### config.mk
export PLATFORM = sky130hd
export DESIGN_NAME = fifo_flags_flat
export DESIGN_NICKNAME = d
export VERILOG_FILES = /design/src/rtl/fifo_pkg.sv /design/src/rtl/fifo_flags_if.sv /design/src/rtl/fifo_ctrl.sv /design/src/rtl/fifo_flags.sv /design/src/flat_wrapper.sv
export SDC_FILE = /design/constraint.sdc
export NUM_CORES = 1
export LEC_CHECK = 0
export CORE_MARGIN = 4
export CORE_UTILIZATION = 45
export DETAILED_ROUTE_END_ITERATION = 12
export HOLD_SLACK_MARGIN = 0.08
export PLACE_DENSITY = 0.74
export SLEW_MARGIN = 20
export SYNTH_ARGS = -nofsm -noshare
export SYNTH_HDL_FRONTEND = slang
export SYNTH_SLANG_ARGS = --single-unit
export TNS_END_PERCENT = 100
### constraint.sdc
create_clock -name clk -period 2 [get_ports clk]
set_input_delay 0.6 -clock clk [delete_from_list [all_inputs] [get_ports clk]]
set_output_delay 0.6 -clock clk [all_outputs]
set_load 0.005 [all_outputs]
### src/rtl/fifo_pkg.sv
// Shared constants and elaboration helpers for the fifo_flags FIFO.
// Used by the interface, the control block and the top.
package fifo_pkg;

  localparam int DEF_DATA_WIDTH = 8;
  localparam int DEF_ADDR_WIDTH = 2;

  function automatic int depth_of(input int addr_width);
    return 32'sd1 <<< addr_width;
  endfunction

  function automatic bit thresh_ok(input int addr_width, input int af_thresh, input int ae_thresh);
    int depth;
    depth = depth_of(addr_width);
    return (af_thresh >= 32'sd1) && (af_thresh <= depth) &&
           (ae_thresh >= 32'sd0) && (ae_thresh <= depth - 32'sd1);
  endfunction

endpackage

### src/rtl/fifo_flags_if.sv
// Producer/consumer-side signal bundle of fifo_flags.
// master drives the requests; slave is the FIFO.
interface fifo_flags_if
  import fifo_pkg::*;
#(
  parameter int DATA_WIDTH = DEF_DATA_WIDTH,
  parameter int ADDR_WIDTH = DEF_ADDR_WIDTH
);

  logic                  rd;
  logic                  wr;
  logic [DATA_WIDTH-1:0] w_data;
  logic                  clr_err;
  logic [DATA_WIDTH-1:0] r_data;
  logic                  empty;
  logic                  full;
  logic                  almost_empty;
  logic                  almost_full;
  logic [ADDR_WIDTH:0]   count;
  logic                  overflow;
  logic                  underflow;

  modport master (
    output rd, wr, w_data, clr_err,
    input  r_data, empty, full, almost_empty, almost_full, count, overflow, underflow
  );

  modport slave (
    input  rd, wr, w_data, clr_err,
    output r_data, empty, full, almost_empty, almost_full, count, overflow, underflow
  );

endinterface

### src/rtl/fifo_ctrl.sv
// Pointer, occupancy and flag control for fifo_flags; flags decode only
// from the registered count so rd/wr never reach them combinationally.
module fifo_ctrl
  import fifo_pkg::*;
#(
  parameter int ADDR_WIDTH = DEF_ADDR_WIDTH,
  parameter int AF_THRESH  = 3,
  parameter int AE_THRESH  = 1
) (
  input  logic                  clk,
  input  logic                  reset,
  input  logic                  rd,
  input  logic                  wr,
  input  logic                  clr_err,
  output logic                  do_wr,
  output logic [ADDR_WIDTH-1:0] w_ptr,
  output logic [ADDR_WIDTH-1:0] r_ptr,
  output logic [ADDR_WIDTH:0]   count,
  output logic                  empty,
  output logic                  full,
  output logic                  almost_empty,
  output logic                  almost_full,
  output logic                  overflow,
  output logic                  underflow
);

  localparam int CNT_W = ADDR_WIDTH + 1;
  localparam logic [ADDR_WIDTH-1:0] PTR_ONE = ADDR_WIDTH'(32'd1);
  localparam logic [CNT_W-1:0]      CNT_ONE = CNT_W'(32'd1);
  localparam logic [CNT_W-1:0]      DEPTH_C = CNT_W'(depth_of(ADDR_WIDTH));
  localparam logic [CNT_W-1:0]      AF_C    = CNT_W'(AF_THRESH);
  localparam logic [CNT_W-1:0]      AE_C    = CNT_W'(AE_THRESH);

  logic [ADDR_WIDTH-1:0] w_ptr_q, w_ptr_d;
  logic [ADDR_WIDTH-1:0] r_ptr_q, r_ptr_d;
  logic [CNT_W-1:0]      count_q, count_d;
  logic                  overflow_q, overflow_d;
  logic                  underflow_q, underflow_d;
  logic                  empty_s, full_s, do_wr_s, do_rd_s;

  assign empty_s = (count_q == {CNT_W{1'b0}});
  assign full_s  = (count_q == DEPTH_C);

  // Accept logic, next pointers/count and sticky error flags.
  always_comb begin
    do_wr_s     = wr & (~full_s | rd);
    do_rd_s     = rd & ~empty_s;
    w_ptr_d     = w_ptr_q;
    r_ptr_d     = r_ptr_q;
    count_d     = count_q;
    overflow_d  = overflow_q;
    underflow_d = underflow_q;

    if (do_wr_s) w_ptr_d = w_ptr_q + PTR_ONE;
    else         w_ptr_d = w_ptr_q;
    if (do_rd_s) r_ptr_d = r_ptr_q + PTR_ONE;
    else         r_ptr_d = r_ptr_q;

    case ({do_wr_s, do_rd_s})
      2'b10:   count_d = count_q + CNT_ONE;
      2'b01:   count_d = count_q - CNT_ONE;
      default: count_d = count_q;
    endcase

    // A fresh error on the same edge as clr_err keeps the flag set.
    if (wr & ~do_wr_s)  overflow_d = 1'b1;
    else if (clr_err)   overflow_d = 1'b0;
    else                overflow_d = overflow_q;

    if (rd & empty_s)   underflow_d = 1'b1;
    else if (clr_err)   underflow_d = 1'b0;
    else                underflow_d = underflow_q;
  end

  // Control state registers.
  always_ff @(posedge clk or posedge reset) begin
    if (reset) begin
      w_ptr_q     <= {ADDR_WIDTH{1'b0}};
      r_ptr_q     <= {ADDR_WIDTH{1'b0}};
      count_q     <= {CNT_W{1'b0}};
      overflow_q  <= 1'b0;
      underflow_q <= 1'b0;
    end else begin
      w_ptr_q     <= w_ptr_d;
      r_ptr_q     <= r_ptr_d;
      count_q     <= count_d;
      overflow_q  <= overflow_d;
      underflow_q <= underflow_d;
    end
  end

  assign do_wr        = do_wr_s;
  assign w_ptr        = w_ptr_q;
  assign r_ptr        = r_ptr_q;
  assign count        = count_q;
  assign empty        = empty_s;
  assign full         = full_s;
  assign almost_empty = (count_q <= AE_C);
  assign almost_full  = (count_q >= AF_C);
  assign overflow     = overflow_q;
  assign underflow    = underflow_q;

endmodule

### src/rtl/fifo_flags.sv
// Synchronous first-word-fall-through FIFO with occupancy, threshold flags
// and sticky error flags; storage and read mux here, control in fifo_ctrl.
module fifo_flags
  import fifo_pkg::*;
#(
  parameter int DATA_WIDTH = DEF_DATA_WIDTH,
  parameter int ADDR_WIDTH = DEF_ADDR_WIDTH,
  parameter int AF_THRESH  = 3,
  parameter int AE_THRESH  = 1
) (
  input logic         clk,
  input logic         reset,
  fifo_flags_if.slave bus
);

  localparam int DEPTH = depth_of(ADDR_WIDTH);

  if (!thresh_ok(ADDR_WIDTH, AF_THRESH, AE_THRESH)) begin : g_bad_thresh
    $error("fifo_flags: AF_THRESH/AE_THRESH outside legal range");
  end

  logic [DATA_WIDTH-1:0] mem_q [DEPTH];
  logic                  do_wr_s;
  logic [ADDR_WIDTH-1:0] w_ptr_s;
  logic [ADDR_WIDTH-1:0] r_ptr_s;

  fifo_ctrl #(
    .ADDR_WIDTH (ADDR_WIDTH),
    .AF_THRESH  (AF_THRESH),
    .AE_THRESH  (AE_THRESH)
  ) u_ctrl (
    .clk          (clk),
    .reset        (reset),
    .rd           (bus.rd),
    .wr           (bus.wr),
    .clr_err      (bus.clr_err),
    .do_wr        (do_wr_s),
    .w_ptr        (w_ptr_s),
    .r_ptr        (r_ptr_s),
    .count        (bus.count),
    .empty        (bus.empty),
    .full         (bus.full),
    .almost_empty (bus.almost_empty),
    .almost_full  (bus.almost_full),
    .overflow     (bus.overflow),
    .underflow    (bus.underflow)
  );

  // Storage write port; contents deliberately survive reset.
  always_ff @(posedge clk) begin
    if (do_wr_s) begin
      mem_q[w_ptr_s] <= bus.w_data;
    end
  end

  assign bus.r_data = mem_q[r_ptr_s];

endmodule

### src/flat_wrapper.sv
// flat-port wrapper written by rule: the top's interface ports become plain ports
module fifo_flags_flat import fifo_pkg::*;
#(
  parameter int DATA_WIDTH = DEF_DATA_WIDTH,
  parameter int ADDR_WIDTH = DEF_ADDR_WIDTH,
  parameter int AF_THRESH  = 3,
  parameter int AE_THRESH  = 1
)
  (clk, reset, bus_rd, bus_wr, bus_w_data, bus_clr_err, bus_r_data, bus_empty, bus_full, bus_almost_empty, bus_almost_full, bus_count, bus_overflow, bus_underflow);
  fifo_flags_if #(.DATA_WIDTH(DATA_WIDTH), .ADDR_WIDTH(ADDR_WIDTH)) bus_i ();
  input logic clk;
  input logic reset;
  input wire logic [$bits(bus_i.rd)-1:0] bus_rd;
  input wire logic [$bits(bus_i.wr)-1:0] bus_wr;
  input wire logic [$bits(bus_i.w_data)-1:0] bus_w_data;
  input wire logic [$bits(bus_i.clr_err)-1:0] bus_clr_err;
  output wire logic [$bits(bus_i.r_data)-1:0] bus_r_data;
  output wire logic [$bits(bus_i.empty)-1:0] bus_empty;
  output wire logic [$bits(bus_i.full)-1:0] bus_full;
  output wire logic [$bits(bus_i.almost_empty)-1:0] bus_almost_empty;
  output wire logic [$bits(bus_i.almost_full)-1:0] bus_almost_full;
  output wire logic [$bits(bus_i.count)-1:0] bus_count;
  output wire logic [$bits(bus_i.overflow)-1:0] bus_overflow;
  output wire logic [$bits(bus_i.underflow)-1:0] bus_underflow;
  assign bus_i.rd = bus_rd;
  assign bus_i.wr = bus_wr;
  assign bus_i.w_data = bus_w_data;
  assign bus_i.clr_err = bus_clr_err;
  assign bus_r_data = bus_i.r_data;
  assign bus_empty = bus_i.empty;
  assign bus_full = bus_i.full;
  assign bus_almost_empty = bus_i.almost_empty;
  assign bus_almost_full = bus_i.almost_full;
  assign bus_count = bus_i.count;
  assign bus_overflow = bus_i.overflow;
  assign bus_underflow = bus_i.underflow;
  fifo_flags #(.DATA_WIDTH(DATA_WIDTH), .ADDR_WIDTH(ADDR_WIDTH), .AF_THRESH(AF_THRESH), .AE_THRESH(AE_THRESH)) u_core (.clk(clk), .reset(reset), .bus(bus_i));
endmodule
==> impl_metrics.xml, run 1 <==
<?xml version="1.0" encoding="UTF-8"?>
<metrics>
  <group name="global_routing">
    <metric name="pin_count_of_the_biggest_net_entering_global_routing" unit="">15</metric>
    <metric name="first_global_vias" unit="">1101</metric>
    <metric name="number_of_antenna_violations_at_the_first_check_in_global_routing" unit="">0</metric>
    <metric name="grt_pass1_wl" unit="um">5330</metric>
    <metric name="grt_remaining_overflow" unit="">0</metric>
    <metric name="gr-usage-all-layers" unit="%">14.3</metric>
  </group>
  <group name="sta">
    <metric name="setup-violations-final" unit="">9</metric>
    <metric name="finalMaxSlewViolations" unit="">0</metric>
    <metric name="layout_skew" unit="ps">6.41</metric>
    <metric name="timing.max_slew.rel_slack" unit="%">70.8</metric>
    <metric name="max_freq" unit="GHz">0.461</metric>
    <metric name="setup_slack" unit="ps">-167</metric>
    <metric name="worst-slew-pin-transition" unit="ps">438</metric>
    <metric name="fin_hold_ws" unit="ps">556</metric>
    <metric name="fin_crit" unit="ps">2170</metric>
    <metric name="grt_setup_unrepaired" unit="">true</metric>
    <metric name="count_of_endpoints_failing_hold_in_the_final_timing_report" unit="">0</metric>
    <metric name="finalCritPeriodShare" unit="%">108</metric>
  </group>
  <group name="critical_path">
    <metric name="worst_setup_path_endpoint" unit="">bus_r_data[5]</metric>
    <metric name="worst-endpoint-arrival" unit="ps">1570</metric>
    <metric name="cpPeakStageDelay" unit="ps">500</metric>
    <metric name="timing.critical_path.from" unit="">u_core.u_ctrl.r_ptr[0]$_DFFE_PP0P_</metric>
    <metric name="rr_worst_depth" unit="">9</metric>
    <metric name="critPathSlowestCell" unit="">sky130_fd_sc_hd__mux4_2</metric>
    <metric name="cell_chain_of_the_critical_path" unit="">buf_12, buf_8, mux4_2, buf_6</metric>
    <metric name="cp_top_family" unit="">multiplexers</metric>
    <metric name="critical_path.max_fanout" unit="">7</metric>
    <metric name="crit-reg2reg-launch" unit="">u_core.u_ctrl.count[1]$_DFFE_PP0P_</metric>
    <metric name="path_buf_inv" unit="">3</metric>
    <metric name="regToRegEndpoint" unit="">u_core.u_ctrl.count[2]$_DFFE_PP0P_</metric>
    <metric name="startpoint_type" unit="">flip-flop</metric>
    <metric name="worst_ep_required_time" unit="ps">1400</metric>
    <metric name="ws_path_type" unit="">reg2out</metric>
    <metric name="critical_path_cell_count" unit="">4</metric>
    <metric name="r2r_setup_slack" unit="ps">120</metric>
    <metric name="worst_setup_path_end_kind" unit="">primary output</metric>
  </group>
  <group name="final_layout">
    <metric name="nNetsFinal" unit="">187</metric>
    <metric name="layout.filler_cells" unit="">253</metric>
    <metric name="design_area" unit="um^2">2470</metric>
    <metric name="layout-area-overhead-vs-synth" unit="%">41.5</metric>
    <metric name="drive_above_1_share" unit="%">44.8</metric>
    <metric name="n_antenna_cell" unit="">0</metric>
  </group>
  <group name="synthesis">
    <metric name="synth.ff_latch_count" unit="">41</metric>
    <metric name="synthDominantAreaCellType" unit="">sky130_fd_sc_hd__edfxtp_1</metric>
    <metric name="synth_largest_type_area_fraction" unit="%">54.9</metric>
    <metric name="synth_nets" unit="">125</metric>
    <metric name="synth.cell_area" unit="um^2">1750</metric>
    <metric name="cell_count_after_synthesis" unit="">102</metric>
    <metric name="synth.top_cells.by_area" unit="">sky130_fd_sc_hd__edfxtp_1 (55%), sky130_fd_sc_hd__dfrtp_1 (13%), sky130_fd_sc_hd__mux4_2 (10%), sky130_fd_sc_hd__ha_1 (7.2%), sky130_fd_sc_hd__inv_1 (2.1%)</metric>
    <metric name="post_synthesis_cell_type_count" unit="">24</metric>
    <metric name="ys_seq_area_share" unit="%">67.8</metric>
    <metric name="synth_commonest_cells" unit="">sky130_fd_sc_hd__edfxtp_1 (32), sky130_fd_sc_hd__ha_1 (10), sky130_fd_sc_hd__inv_1 (10)</metric>
    <metric name="synth_area_per_cell" unit="um^2">17.1</metric>
    <metric name="synth_ff_type" unit="">sky130_fd_sc_hd__edfxtp_1</metric>
    <metric name="synth-edff-count" unit="">32</metric>
    <metric name="leading_cell_type_by_number_of_instances_after_synthesis" unit="">sky130_fd_sc_hd__edfxtp_1</metric>
    <metric name="synthArstFlopShare" unit="%">22.0</metric>
    <metric name="ys.warnings.count" unit="">0</metric>
  </group>
  <group name="floorplan">
    <metric name="placeableCoreArea" unit="um^2">3720</metric>
    <metric name="floorplan.io_pins" unit="">30</metric>
    <metric name="initial_utilization" unit="%">47.1</metric>
    <metric name="die_h" unit="um">70.3</metric>
    <metric name="std_cell_rows" unit="">22</metric>
    <metric name="die_area" unit="um^2">4950</metric>
    <metric name="dieWidth" unit="um">70.3</metric>
  </group>
  <group name="clock_tree">
    <metric name="clock-sinks" unit="">41</metric>
    <metric name="clk_latency" unit="ps">300</metric>
    <metric name="cts.root.buffer_cell" unit="">sky130_fd_sc_hd__clkbuf_8</metric>
    <metric name="post_cts_hold_buffer_count" unit="">0</metric>
    <metric name="clock_path_buffers" unit="">2</metric>
    <metric name="cts_max_level" unit="">2</metric>
    <metric name="cts-buffers-inserted" unit="">5</metric>
    <metric name="tritoncts" unit="">built</metric>
    <metric name="clk_pin_slew_worst_paths" unit="ps">80</metric>
  </group>
  <group name="power">
    <metric name="power-per-cell-area" unit="nW/um^2">1520</metric>
    <metric name="post-layout-total-power" unit="mW">3.75</metric>
    <metric name="power.leakage" unit="nW">1.01</metric>
    <metric name="power.ir.vdd_worst" unit="uV">816</metric>
  </group>
  <group name="placement">
    <metric name="gp_congestion" unit="">0.819</metric>
    <metric name="dp_worst_slack" unit="ps">-109</metric>
    <metric name="detailed_place_hpwl" unit="um">2310</metric>
    <metric name="buffer_ports.inserted" unit="">29</metric>
    <metric name="dpl-instance-area" unit="um^2">2210</metric>
  </group>
  <group name="drt">
    <metric name="drt-wirelength-per-cell" unit="um">15.6</metric>
    <metric name="drt_drc_violations_left" unit="">0</metric>
    <metric name="post_drt_via_cell_ratio" unit="">4.90</metric>
    <metric name="detailroute.via_count" unit="">1043</metric>
    <metric name="postRouteAntennaNets" unit="">0</metric>
    <metric name="dr.pass1.iters" unit="">4</metric>
    <metric name="wirelength" unit="um">3320</metric>
    <metric name="dr.first_iter.drc_count" unit="">60</metric>
  </group>
  <group name="status">
    <metric name="status" unit="">finished with violations</metric>
    <metric name="failed_checks" unit="">negative setup slack</metric>
  </group>
  <group name="job">
    <metric name="max_cap_viol_count" unit="">0</metric>
  </group>
  <group name="min_path">
    <metric name="min_path_type" unit="">reg2reg</metric>
  </group>
</metrics>
-- cells in the final DEF (no fill, tap or decap), drive strengths merged --
cell type	instances
a21oi	2
a31oi	1
and2	3
and3	4
buf	38
bufinv	2
clkbuf	6
clkdlybuf4s15	1
clkdlybuf4s50	16
dfrtp	9
dlygate4sd2	1
edfxtp	32
ha	10
inv	13
mux2	1
mux4	8
nand2	2
nand2b	1
nand3	1
nand3b	1
nor2	3
o21ai	3
o22ai	2
xnor2	4
xor2	1
-- worst reg2reg max path: stages (launching register included) --
cell and delay (ps):
sky130_fd_sc_hd__dfrtp_1 410, sky130_fd_sc_hd__inv_2 100, sky130_fd_sc_hd__buf_6 110, sky130_fd_sc_hd__ha_4 150
sky130_fd_sc_hd__nand2b_4 60, sky130_fd_sc_hd__buf_4 130, sky130_fd_sc_hd__and2_1 170, sky130_fd_sc_hd__ha_1 380
sky130_fd_sc_hd__a21oi_1 160, sky130_fd_sc_hd__o22ai_1 90
-- final cells by class --
class,instances,area (um^2),area share (%)
repair buffers,57,482,19.5
clock inverters,3,68.8,2.78
inverters,12,45.0,1.82
clock buffers,5,68.8,2.78
well taps,48,60.1,2.43
flip-flops and latches,41,1190,48.0
multi-input cells,47,563,22.8
-- metal layers --
metal / wire length [um] / track usage, %
met5: 0 / 0
met4: 32 / 3.83
met3: 170 / 5.32
met2: 1760 / 24.7
met1: 1360 / 16.5
-- logic make-up after synthesis --
group	after synthesis	synth area share, %
DFF	41	67.8
and+or+nand+nor	15	5.79
buffers and inverters	14	3.08
adders and majority gates	10	7.15
muxes	9	11.2
AOI/OAI and AO/OA	8	2.50
xor gates and xnor gates	5	2.50
-- power breakdown --
part / switching (mW) / internal (mW) / total [mW] / leakage (nW)
clock: 0.294 / 0.502 / 0.797 / 0.0687
sequential: 0.151 / 1.15 / 1.30 / 0.403
combinational: 0.643 / 1.01 / 1.65 / 0.542
total: 1.09 / 2.66 / 3.75 / 1.01
-- worst min-delay path by stage --
stage	slack, ps	startpoint	end	cells after the start
after floorplan	430	reset	u_core.u_ctrl.count[0]$_DFFE_PP0P_	1
after global placement	530	u_core.u_ctrl.underflow$_DFFE_PP0P_	u_core.u_ctrl.underflow$_DFFE_PP0P_	2
after detailed placement	550	u_core.u_ctrl.overflow$_DFFE_PP0P_	u_core.u_ctrl.overflow$_DFFE_PP0P_	2
after CTS	560	u_core.u_ctrl.overflow$_DFFE_PP0P_	u_core.u_ctrl.overflow$_DFFE_PP0P_	2
after global routing	580	u_core.u_ctrl.overflow$_DFFE_PP0P_	u_core.u_ctrl.overflow$_DFFE_PP0P_	2
final	560	u_core.u_ctrl.overflow$_DFFE_PP0P_	u_core.u_ctrl.overflow$_DFFE_PP0P_	2
-- per-stage QoR --
step                      TNS, ps  std cells  utilization [%]
after floorplan                 0        102                -
after global placement       -627        191             59.4
after detailed placement    -1050        191             59.4
after CTS                   -1410        208             64.4
after global routing        -1950        213             66.6
final                       -1250        213             66.6
-- registers in the layout, indices dropped and copies added, names as in the netlist --
register	flops
u_core.mem_q	32
u_core.u_ctrl.count	3
u_core.u_ctrl.overflow	1
u_core.u_ctrl.r_ptr	2
u_core.u_ctrl.underflow	1
u_core.u_ctrl.w_ptr	2
-- timing repair --
item	4_1_cts	5_1_grt
setup endpoints to repair	12	12
pin swaps	0	3
buffers inserted	9	5
gates resized for setup	48	17
hold endpoints to repair	0	0
No activity file was read; power rests on OpenSTA's default activity.
==> run 2, diff against run 1 <==
SLEW_MARGIN = default   (was 20)
TNS_END_PERCENT = 1   (was 100)
==> run 2 against run 1 <==
Net effect:
- the run still ends with negative setup slack left
- non-clock buffer count decreased by 7
- critical path depth unchanged
- sequential power about the same
- critical path type unchanged
- routed wire length decreased by 0.21%
- hold slack got worse by 8.7 ps
- global-route usage increased by 0.50 points
- die area unchanged
- utilization decreased by 2.1 points
- setup slack got worse by 14 ps
- sequential cell count unchanged
- design area decreased by 3.2%
- clock skew decreased by 3.0 ps
==> impl_metrics.xml, run 2 (synthesized netlist as in run 1, its figures left out) <==
<?xml version="1.0" encoding="UTF-8"?>
<metrics>
  <group name="floorplan">
    <metric name="floorplan.io_pins" unit="">30</metric>
    <metric name="initial_utilization" unit="%">47.1</metric>
    <metric name="die_h" unit="um">70.3</metric>
    <metric name="placeableCoreArea" unit="um^2">3720</metric>
    <metric name="die_area" unit="um^2">4950</metric>
    <metric name="dieWidth" unit="um">70.3</metric>
    <metric name="std_cell_rows" unit="">22</metric>
  </group>
  <group name="drt">
    <metric name="postRouteAntennaNets" unit="">0</metric>
    <metric name="highest_layer_used_for_signal_routing" unit="">met4</metric>
    <metric name="dr.first_iter.drc_count" unit="">71</metric>
    <metric name="wl_met3" unit="um">133</metric>
    <metric name="drt-wirelength-per-cell" unit="um">16.1</metric>
    <metric name="dr.pass1.iters" unit="">4</metric>
    <metric name="wirelength" unit="um">3310</metric>
    <metric name="drt_drc_violations_left" unit="">0</metric>
    <metric name="detailroute.via_count" unit="">1003</metric>
    <metric name="met2RoutedLength" unit="um">1820</metric>
    <metric name="drt-met1-wl" unit="um">1330</metric>
    <metric name="post_drt_via_cell_ratio" unit="">4.87</metric>
  </group>
  <group name="placement">
    <metric name="detailed_place_hpwl" unit="um">2310</metric>
    <metric name="buffer_ports.inserted" unit="">29</metric>
    <metric name="gp_congestion" unit="">0.819</metric>
    <metric name="place.detailed.instances" unit="">191</metric>
    <metric name="dp_worst_slack" unit="ps">-109</metric>
  </group>
  <group name="global_routing">
    <metric name="gr-usage-all-layers" unit="%">14.8</metric>
    <metric name="first_global_vias" unit="">1095</metric>
    <metric name="grt_pass1_wl" unit="um">5440</metric>
    <metric name="grt_remaining_overflow" unit="">0</metric>
    <metric name="pin_count_of_the_biggest_net_entering_global_routing" unit="">15</metric>
    <metric name="number_of_antenna_violations_at_the_first_check_in_global_routing" unit="">0</metric>
  </group>
  <group name="final_layout">
    <metric name="n_antenna_cell" unit="">0</metric>
    <metric name="layout-area-overhead-vs-synth" unit="%">37.0</metric>
    <metric name="final_common_cell" unit="">sky130_fd_sc_hd__edfxtp_1</metric>
    <metric name="drive_above_1_share" unit="%">38.6</metric>
    <metric name="largest_register" unit="">u_core.mem_q</metric>
    <metric name="largest_register_ff_count" unit="">32</metric>
    <metric name="fin_cells" unit="">206</metric>
    <metric name="final_cell_mix" unit="">sky130_fd_sc_hd__edfxtp_1 (32), sky130_fd_sc_hd__buf_4 (18), sky130_fd_sc_hd__clkdlybuf4s50_1 (16), sky130_fd_sc_hd__dfrtp_1 (9)</metric>
    <metric name="finish.utilization" unit="%">64.5</metric>
    <metric name="nNetsFinal" unit="">180</metric>
    <metric name="layout.filler_cells" unit="">259</metric>
  </group>
  <group name="clock_tree">
    <metric name="cts-buffers-inserted" unit="">5</metric>
    <metric name="cts.root.buffer_cell" unit="">sky130_fd_sc_hd__clkbuf_8</metric>
    <metric name="clock_path_buffers" unit="">2</metric>
    <metric name="tritoncts" unit="">built</metric>
    <metric name="cts_max_level" unit="">2</metric>
    <metric name="clock-sinks" unit="">41</metric>
    <metric name="clk_pin_slew_worst_paths" unit="ps">80</metric>
    <metric name="clk_latency" unit="ps">290</metric>
  </group>
  <group name="sta">
    <metric name="finalCritPeriodShare" unit="%">109</metric>
    <metric name="finalMaxSlewViolations" unit="">0</metric>
    <metric name="layout_skew" unit="ps">3.38</metric>
    <metric name="worst-slew-pin-transition" unit="ps">439</metric>
    <metric name="fin_crit" unit="ps">2180</metric>
    <metric name="setup_slack" unit="ps">-182</metric>
    <metric name="max_freq" unit="GHz">0.458</metric>
    <metric name="setup-violations-final" unit="">9</metric>
    <metric name="timing.max_slew.rel_slack" unit="%">70.7</metric>
    <metric name="grt_setup_unrepaired" unit="">true</metric>
    <metric name="finalSetupTns" unit="ps">-1170</metric>
    <metric name="count_of_endpoints_failing_hold_in_the_final_timing_report" unit="">0</metric>
  </group>
  <group name="critical_path">
    <metric name="worst_ep_required_time" unit="ps">1400</metric>
    <metric name="worst-endpoint-arrival" unit="ps">1580</metric>
    <metric name="worst_setup_path_end_kind" unit="">primary output</metric>
    <metric name="startpoint_type" unit="">flip-flop</metric>
    <metric name="ws_path_type" unit="">reg2out</metric>
    <metric name="rr_worst_depth" unit="">8</metric>
    <metric name="critical_path.max_fanout" unit="">7</metric>
  </group>
  <group name="power">
    <metric name="power-per-cell-area" unit="nW/um^2">1500</metric>
    <metric name="combPwrFrac" unit="%">42.0</metric>
    <metric name="switchingPower" unit="mW">1.04</metric>
    <metric name="pwr-share-clk" unit="%">22.0</metric>
    <metric name="intPower" unit="mW">2.56</metric>
    <metric name="power_frac_seq" unit="%">36.0</metric>
    <metric name="power.ir.vdd_worst" unit="uV">757</metric>
    <metric name="switching_share" unit="%">28.9</metric>
    <metric name="power.leakage" unit="nW">0.983</metric>
  </group>
  <group name="job">
    <metric name="max_cap_viol_count" unit="">0</metric>
  </group>
  <group name="status">
    <metric name="status" unit="">finished with violations</metric>
    <metric name="failed_checks" unit="">negative setup slack</metric>
  </group>
  <group name="min_path">
    <metric name="min_path_type" unit="">reg2reg</metric>
    <metric name="whs_path_depth" unit="">2</metric>
  </group>
</metrics>
-- run 2: cell count changes in the layout (fill, tap and decap cells not counted), sizes merged --
cell / change
dlygate4sd2: +2
buf: -12
clkbuf: +3
-- run 2: timing repair --
action	4_1_cts	5_1_grt
hold endpoints to repair	0	0
pin swaps	0	1
endpoints found under the setup margin	12	12
resized for setup	34	14
buffers inserted	7	0
hold buffers	0	0
-- run 2: layout make-up --
class	count	area [um^2]	share of cell area [%]
Inverter	12	45.0	1.88
Clock buffer	5	68.8	2.87
Clock inverter	3	68.8	2.87
Sequential cell	41	1190	49.5
Multi-Input combinational cell	47	536	22.3
Timing Repair Buffer	50	432	18.0
Tap cell	48	60.1	2.51
-- run 2: final timing paths --
path / start / to / slack [ps]
max: u_core.u_ctrl.r_ptr[0]$_DFFE_PP0P_ / bus_r_data[3] / -180
min: u_core.u_ctrl.underflow$_DFFE_PP0P_ / u_core.u_ctrl.underflow$_DFFE_PP0P_ / 550
max reg2reg: u_core.u_ctrl.count[1]$_DFFE_PP0P_ / u_core.u_ctrl.count[2]$_DFFE_PP0P_ / 240
min reg2reg: u_core.u_ctrl.underflow$_DFFE_PP0P_ / u_core.u_ctrl.underflow$_DFFE_PP0P_ / 550
max in group asynchronous: reset / u_core.u_ctrl.w_ptr[0]$_DFFE_PP0P_ / 1130
min in group asynchronous: reset / u_core.u_ctrl.underflow$_DFFE_PP0P_ / 580
-- run 2: stage by stage --
step	hold slack [ps]	cell area, um^2	total power, mW
after floorplan	428	1750	1.98
after global placement	530	2210	2.70
after detailed placement	548	2210	2.76
after CTS	561	2380	3.55
after global routing	580	2400	3.83
final	548	2400	3.60
-- run 2: power groups by stage --
stage	clock network, mW	logic [mW]	registers [mW]
2_1_floorplan	0	0.733	1.25
3_3_place_gp	0	1.41	1.29
3_5_place_dp	0	1.45	1.31
4_1_cts	0.807	1.45	1.29
5_1_grt	0.858	1.66	1.32
6_report	0.790	1.51	1.29
-- run 2: per-layer routing --
layer / global-route usage [%] / up-vias
li1: - / 483
met1: 16.1 / 494
met2: 27.1 / 22
met3: 5.04 / 4
met4: 3.83 / 0
met5: 0 / -
-- run 2: critical path, cell delays in order (launching register included) --
cell and delay [ps]:
sky130_fd_sc_hd__dfrtp_1 410, sky130_fd_sc_hd__buf_12 140, sky130_fd_sc_hd__buf_6 100, sky130_fd_sc_hd__mux4_2 510, sky130_fd_sc_hd__buf_6 140
